### config.mk
export PLATFORM = sky130hd
export DESIGN_NAME = display_scan
export DESIGN_NICKNAME = d
export VERILOG_FILES = /design/src/rtl/display_scan.sv
export SDC_FILE = /design/constraint.sdc
export NUM_CORES = 1
export LEC_CHECK = 0
export CAP_MARGIN = 20
export CORE_MARGIN = 2
export CORE_UTILIZATION = 25
export CTS_BUF_LIST = sky130_fd_sc_hd__clkbuf_8
export CTS_CLUSTER_SIZE = 20
export DETAILED_ROUTE_END_ITERATION = 10
export PLACE_DENSITY = 0.48
export SETUP_SLACK_MARGIN = 0.1
export SKIP_LAST_GASP = 1
export SLEW_MARGIN = 5
export SYNTH_ARGS = -nofsm -noshare
export SYNTH_HDL_FRONTEND = slang
export SYNTH_SLANG_ARGS = --single-unit
export TNS_END_PERCENT = 1
### constraint.sdc
create_clock -name clk -period 1.5 [get_ports clk]
set_input_delay 0.3 -clock clk [delete_from_list [all_inputs] [get_ports clk]]
set_output_delay 0.3 -clock clk [all_outputs]
set_load 0.02 [all_outputs]
### src/rtl/display_scan.sv
// Eight-digit seven-segment scan controller: steps a digit index at a fixed
// dwell, double-buffers the display value and commits it only at frame wrap.
module display_scan #(
  parameter int DIV = 100000
) (
  input  logic        clk,
  input  logic        rst,
  input  logic [31:0] data,
  input  logic        load,
  input  logic [7:0]  digit_en,
  output logic [3:0]  zi,
  output logic [7:0]  an,
  output logic [3:0]  nibble,
  output logic        frame_tick,
  output logic        upd_pend
);
  localparam int NUM_DIG = 8;
  localparam int CW      = $clog2(DIV);
  localparam logic [CW-1:0] CMAX = CW'(DIV - 1);

  logic [CW-1:0] cnt_q, cnt_d;
  logic [2:0]    idx_q, idx_d;
  logic          pend_q, pend_d;
  logic [31:0]   pbuf_q, pbuf_d;
  logic [31:0]   shadow_q, shadow_d;
  logic          wrap_q;
  logic          step, wrap;

  logic [3:0]         zi_q, zi_d;
  logic [7:0]         an_q, an_d;
  logic [3:0]         nib_q, nib_d;
  logic               ft_q;
  logic [NUM_DIG-1:0][3:0] digs;

  assign step = (cnt_q == CMAX);
  assign wrap = step && (idx_q == 3'd7);

  always_comb begin
    cnt_d    = step ? '0 : cnt_q + CW'(1);
    idx_d    = step ? idx_q + 3'd1 : idx_q;
    pend_d   = pend_q;
    pbuf_d   = pbuf_q;
    shadow_d = shadow_q;
    if (wrap && load) begin
      // Bypass: a load landing on the wrap goes straight to the display.
      shadow_d = data;
      pend_d   = 1'b0;
    end else if (wrap) begin
      if (pend_q) begin
        shadow_d = pbuf_q;
        pend_d   = 1'b0;
      end
    end else if (load) begin
      pbuf_d = data;
      pend_d = 1'b1;
    end
  end

  // digs[7] is the top nibble, which belongs to digit 0.
  assign digs = shadow_q;

  always_comb begin
    zi_d  = {1'b0, idx_q};
    nib_d = digs[3'd7 - idx_q];
  end

  for (genvar k = 0; k < NUM_DIG; k++) begin : g_an
    assign an_d[k] = ~(digit_en[k] && (idx_q == 3'(NUM_DIG - 1 - k)));
  end

  always_ff @(posedge clk) begin
    if (rst) begin
      cnt_q    <= '0;
      idx_q    <= '0;
      pend_q   <= 1'b0;
      pbuf_q   <= '0;
      shadow_q <= '0;
      wrap_q   <= 1'b0;
      zi_q     <= '0;
      an_q     <= 8'hFF;
      nib_q    <= '0;
      ft_q     <= 1'b0;
    end else begin
      cnt_q    <= cnt_d;
      idx_q    <= idx_d;
      pend_q   <= pend_d;
      pbuf_q   <= pbuf_d;
      shadow_q <= shadow_d;
      wrap_q   <= wrap;
      zi_q     <= zi_d;
      an_q     <= an_d;
      nib_q    <= nib_d;
      // Delayed one extra stage so the pulse coincides with zi going 7->0.
      ft_q     <= wrap_q;
    end
  end

  assign zi         = zi_q;
  assign an         = an_q;
  assign nibble     = nib_q;
  assign frame_tick = ft_q;
  assign upd_pend   = pend_q;
endmodule

Word level (Yosys, flattened, before mapping). Cells that the tools add are included.

Add/sub/neg operators: 3. Multiply operators: 0. Divide/modulo/power cells: 0. $lt $le $gt $ge: 1. Equality and inequality tests: 8. Shift operators: 0. Muxes and demuxes: 5. Bitwise gates (word level): 10. Reduce and logical (&&, ||, !) cells: 17.

Operators with widths (number): 2-to-1 mux 32 bit (3); adder 17 x 1 -> 17 bit (second input constant) (1); equality test 17 bit (second input constant) (1); binary-select mux 4 bit (select 3 bit) (1); equality test 3 bit (second input constant) (4); logical AND 1 bit (10); NOT 1 bit (10); equality test 3 x 2 -> 1 bit (second input constant) (2); < comparator 3 x 4 -> 1 bit (second input constant) (1); 2-to-1 mux 4 bit (1); nonzero test 2 bit (2); adder 3 x 1 -> 3 bit (second input constant) (1); equality test 3 x 1 -> 1 bit (second input constant) (1); zero test 3 bit (1); AND reduction 3 bit (1); OR reduction 3 bit (1); subtractor 3 bit (first input constant) (1); AND reduction 2 bit (1); OR reduction 2 bit (1).

Flip-flop bits (word level): 103. Bits in latches: 0. Memory bits (writable): 0. ROM bits: 0. Input bits: 43. Output and inout port bits: 18. Memories kept: 0.

Logic depth before layout (Yosys ltp).
Word-level depth: 5. Depth in mapped cells: 8. Gate-level depth less buffers: 6.

Worst setup path after synthesis. No wires, ideal clock.

Path kind: reg-to-reg. Start: register cnt_q[0]. End: register shadow_q[1], in the netlist digs[1]. Arrival: 1.532 ns. Data required time: 1.383 ns. Path slack: -0.148 ns. Stages on the path, launching flop included: 8. Path buffers: 2. Cell sequence: dfxtp_1 -> ha_1 -> and4_4 -> and4_1 -> buf_4 -> a21oi_2 -> buf_6 -> a22o_1.

Word-level cells in the longest chain between the ends: 5.

RTL lines: start: declaration (line 21) `logic [CW-1:0] cnt_q, cnt_d;`; start signal: assignment (line 84) `cnt_q <= cnt_d;`; equality test 17 bit (*) (line 35) `assign step = (cnt_q == CMAX);`; logical AND 1 bit (*) (line 36) `assign wrap = step && (idx_q == 3'd7);`; logical AND 1 bit (line 44) `if (wrap && load) begin`; nonzero test 2 bit (no line); AND reduction 2 bit (no line); end signal: assignment (line 88) `shadow_q <= shadow_d;`; end: declaration (line 25) `logic [31:0] shadow_q, shadow_d;`.

Every way passes the cells marked *; elsewhere a longest branch is shown, timed or not. A chain may end at the register's enable or synchronous reset.

Worst setup path in the final report.
Start: register idx_q[0]. End: register shadow_q[3], in the netlist digs[3].

Word-level cells in the longest chain between the ends: 5.

RTL lines: start: declaration (line 22) `logic [2:0] idx_q, idx_d;`; start signal: assignment (line 85) `idx_q <= idx_d;`; equality test 3 bit (*) (line 36); logical AND 1 bit (*) (line 36); logical AND 1 bit (line 44); nonzero test 2 bit (no line); AND reduction 2 bit (no line).

Marks and branches as above.

==> results.json <==
{
  "min_from": "digit_en[0]",
  "dpl_cell_area_mm2": 0.00599,
  "final_period_minus_worst_setup_slack_ns": 1.64,
  "antenna_found_initial": 0,
  "finalHoldViolCount": 0,
  "gpl_congestion": 0.803,
  "die_width_um": 143,
  "yosysWarningCount": 0,
  "cts.reportedPaths.clkPinSlew_ns": 0.10,
  "number_of_buffers_created_by_cts": 9,
  "dieHeight_um": 143,
  "fmax_mhz": 608,
  "critical_path.reg2reg.startpoint": "idx_q[0]$_SDFFE_PP0P_",
  "r2r-end": "digs[3]$_SDFFE_PP0P_",
  "critPathKind": "flip-flop to flip-flop",
  "wl_met3_um": 508,
  "ys_ff_latch": 102,
  "synth.distinct_cells": 42,
  "timing.slew.headroom_pct": 63.4,
  "pwr_density_mw_per_mm2": 889,
  "cts_hold_buffers": 0,
  "avgRoutedWirePerCell_um": 15.9,
  "floorplan.initialDensity_pct": 25.7,
  "grt_remaining_overflow": 0,
  "first_iter_violations": 207,
  "insertedDiodeCount": 0,
  "timing.reg2reg.setup_slack_ns": -0.14,
  "drv.max_cap_violation_count": 0,
  "detailroute.wirelength.met2_mm": 6.52,
  "dominantRegCellSynth": "sky130_fd_sc_hd__dfxtp_1",
  "post-route-drc-count": 0,
  "timing.hold.worst.class": "input port to flip-flop",
  "h-tree-depth": 3,
  "failed_checks": "negative setup slack",
  "first_global_vias": 4119,
  "skew_pair_late_insertion_delay_ns": 0.39,
  "route.vias.total": 4245,
  "lkg_pwr_nw": 2.12,
  "timing_worst_slew_pin_value_ns": 0.544,
  "cell_area_after_synthesis_mm2": 0.00484,
  "detail_route.wirelength_mm": 13.4,
  "dr.max_layer_used": "met4",
  "avgViaCountPerCell": 5.02,
  "synthArstFlopShare_pct": 0,
  "synthesis.instances": 505,
  "cts_root_buffer": "sky130_fd_sc_hd__clkbuf_8",
  "core.rowCount": 50,
  "fin_area_mm2": 0.00627,
  "worst_ep_arrival_time_ns": 1.97,
  "die-area_mm2": 0.0205,
  "grt_setup_unrepaired": "yes",
  "ir_worst_vdd_mv": 0.413,
  "placeableCoreArea_mm2": 0.0188,
  "drt-met1-wl_mm": 6.25,
  "synth_top_cells_by_area": "sky130_fd_sc_hd__dfxtp_1 (42%), sky130_fd_sc_hd__nand4b_1 (5.8%), sky130_fd_sc_hd__o311ai_0 (5.4%)",
  "seq_area_frac_synth_pct": 42.2,
  "post-route-period-util_pct": 110,
  "synth_top_area_cell": "sky130_fd_sc_hd__dfxtp_1",
  "yosys.cell_count.top_type": "sky130_fd_sc_hd__dfxtp_1",
  "final_layout_size_suffix_gt1_share_pct": 16.1,
  "slew_violations": 0,
  "synth_edf_count": 0,
  "critical_path.endpoint_type": "flip-flop",
  "drt.antenna.violating_nets": 0,
  "synthesis.nets": 555,
  "synth_commonest_cells": "sky130_fd_sc_hd__dfxtp_1 (102), sky130_fd_sc_hd__nand2_1 (49), sky130_fd_sc_hd__a31oi_1 (32), sky130_fd_sc_hd__nand4b_1 (32), sky130_fd_sc_hd__nor3b_1 (32)",
  "fin_nets": 631,
  "syn2layout_area_growth_pct": 29.8,
  "iteration_count_of_the_initial_detailed_routing_pass": 4,
  "syn_area_per_cell_um2": 9.58,
  "gr_usage_total_pct": 13.2,
  "final_critical_path_setup_slack_ns": -0.144,
  "cts_tree": "built",
  "cts_max_path_buffers": 2,
  "clock_sink_count": 102,
  "setup_viol_count_final": 89,
  "setup.worst_path.start_class": "flip-flop",
  "detailedPlace.worstSlack_ns": -0.230,
  "min_delay_worst_endpoint": "an[0]$_SDFF_PP1_",
  "pin_count_of_the_biggest_net_entering_global_routing": 42,
  "timing.critical_path.fanout_max": 6,
  "reg2regPathDepth": 7,
  "wp_data_required_ns": 1.83,
  "dpl.hpwl_mm": 9.59,
  "synth_top_cell_area_share_pct": 42.2,
  "io_buffer_count": 59,
  "grt_first_pass_wirelength_mm": 21.2,
  "fin_worst_skew_ns": 0.0186,
  "floorplan.io_pins": 61,
  "outcome": "finished, violations left",
  "min_delay_path_depth": 2
}
## cells by family (layout without fill, tap and decap cells)
logic type               count (synthesis)  count (layout)  synth area share [%]
AND/OR/NAND/NOR                        175             175                  21.7
AO/OA/AOI/OAI                          140             140                  21.8
flip-flops                             102             102                  42.2
buffers and inverters                   57             137                  5.90
XOR/XNOR                                13              13                  2.35
multiplexers                            10              10                  4.14
adder cells (fa/ha/maj)                  7               7                  1.81
other                                    1               1                0.0775
## registers in the layout, summed over array words and instances, names as in the netlist
signal and cells:
digs 32, pbuf_q 32, cnt_q 17, an 8, nibble 4, idx_q 3, zi 3, frame_tick 1
upd_pend 1, wrap_q 1
## placed cells by master (no fill, tap or decap), types with 4 or more instances in the layout
cell	netlist	layout
sky130_fd_sc_hd__inv_1	6	6
sky130_fd_sc_hd__nor3b_1	32	32
sky130_fd_sc_hd__xor2_1	9	9
sky130_fd_sc_hd__dfxtp_1	102	100
sky130_fd_sc_hd__a21oi_1	7	7
sky130_fd_sc_hd__clkdlybuf4s50_1	0	56
sky130_fd_sc_hd__o311ai_0	30	30
sky130_fd_sc_hd__nand4b_1	32	32
sky130_fd_sc_hd__o21ai_0	8	8
sky130_fd_sc_hd__xnor2_1	4	4
sky130_fd_sc_hd__a21boi_0	27	27
sky130_fd_sc_hd__or3_1	4	4
sky130_fd_sc_hd__nand2_1	49	49
sky130_fd_sc_hd__a31oi_1	32	32
sky130_fd_sc_hd__buf_12	0	6
sky130_fd_sc_hd__nand4_1	5	5
sky130_fd_sc_hd__o2bb2ai_1	27	27
sky130_fd_sc_hd__buf_4	5	49
sky130_fd_sc_hd__nand3_1	13	13
sky130_fd_sc_hd__nor2_1	22	21
sky130_fd_sc_hd__clkbuf_8	0	9
sky130_fd_sc_hd__ha_1	7	5
sky130_fd_sc_hd__a22o_1	5	5
sky130_fd_sc_hd__mux4_2	8	8
## per-layer routing
layer / GRT usage, % / vias to the layer above
li1: - / 2075
met1: 16.5 / 2081
met2: 22.7 / 78
met3: 3.45 / 11
met4: 3.49 / 0
met5: 0 / -
## critical path, cell delays in order, from the launching register on
cell,delay [ns]
sky130_fd_sc_hd__dfxtp_1,0.35
sky130_fd_sc_hd__ha_1,0.18
sky130_fd_sc_hd__ha_2,0.24
sky130_fd_sc_hd__buf_4,0.15
sky130_fd_sc_hd__nor2b_2,0.22
sky130_fd_sc_hd__nand2_4,0.10
sky130_fd_sc_hd__inv_1,0.19
sky130_fd_sc_hd__a22o_1,0.17
## worst max-delay path by stage
stage | startpoint | endpoint | slack, ns
floorplan | cnt_q[1]$_SDFF_PP0_ | digs[1]$_SDFFE_PP0P_ | -0.03
detailed placement | idx_q[0]$_SDFFE_PP0P_ | digs[19]$_SDFFE_PP0P_ | -0.23
CTS | cnt_q[5]$_SDFF_PP0_ | idx_q[2]$_SDFFE_PP0P_ | -0.17
global route | cnt_q[5]$_SDFF_PP0_ | idx_q[2]$_SDFFE_PP0P_ | -0.23
global placement | cnt_q[16]$_SDFF_PP0_ | idx_q[2]$_SDFFE_PP0P_ | -0.20
finish | idx_q[0]$_SDFFE_PP0P_ | digs[3]$_SDFFE_PP0P_ | -0.14
## through the flow
step | total power [mW] | util [%] | TNS [ns] | hold WS, ns | instances
after floorplan | 3.23 | - | -1.09 | 0.362 | 505
after global placement | 3.48 | 31.8 | -11.33 | 0.440 | 829
after detailed placement | 3.51 | 31.8 | -14.47 | 0.445 | 829
after CTS | 5.67 | 33.3 | -9.47 | 0.353 | 845
after global routing | 5.83 | 33.3 | -16.03 | 0.368 | 845
final | 5.58 | 33.3 | -7.44 | 0.381 | 845
## final cells by class
class | instances | area (um2)
fillers | 1927 | 12600
multi-input cells | 346 | 2550
flip-flops and latches | 102 | 2040
repair buffers | 116 | 1090
well taps | 260 | 325
clock buffers | 9 | 124
clock inverters | 6 | 116
inverters | 6 | 22.5
## report_power, final
group / total (mW) / leakage, nW / switching [mW] / internal (mW)
clock: 2.13 / 0.121 / 1.01 / 1.12
sequential: 2.86 / 0.833 / 0.0610 / 2.80
combinational: 0.589 / 1.17 / 0.292 / 0.297
## repair_timing
action / CTS / global route
setup buffers: 1 / 0
pin swaps: 1 / 0
resized for setup: 8 / 0
endpoints found under the setup margin: 107 / 108
Note: power is estimated with default switching activity, not from simulation.
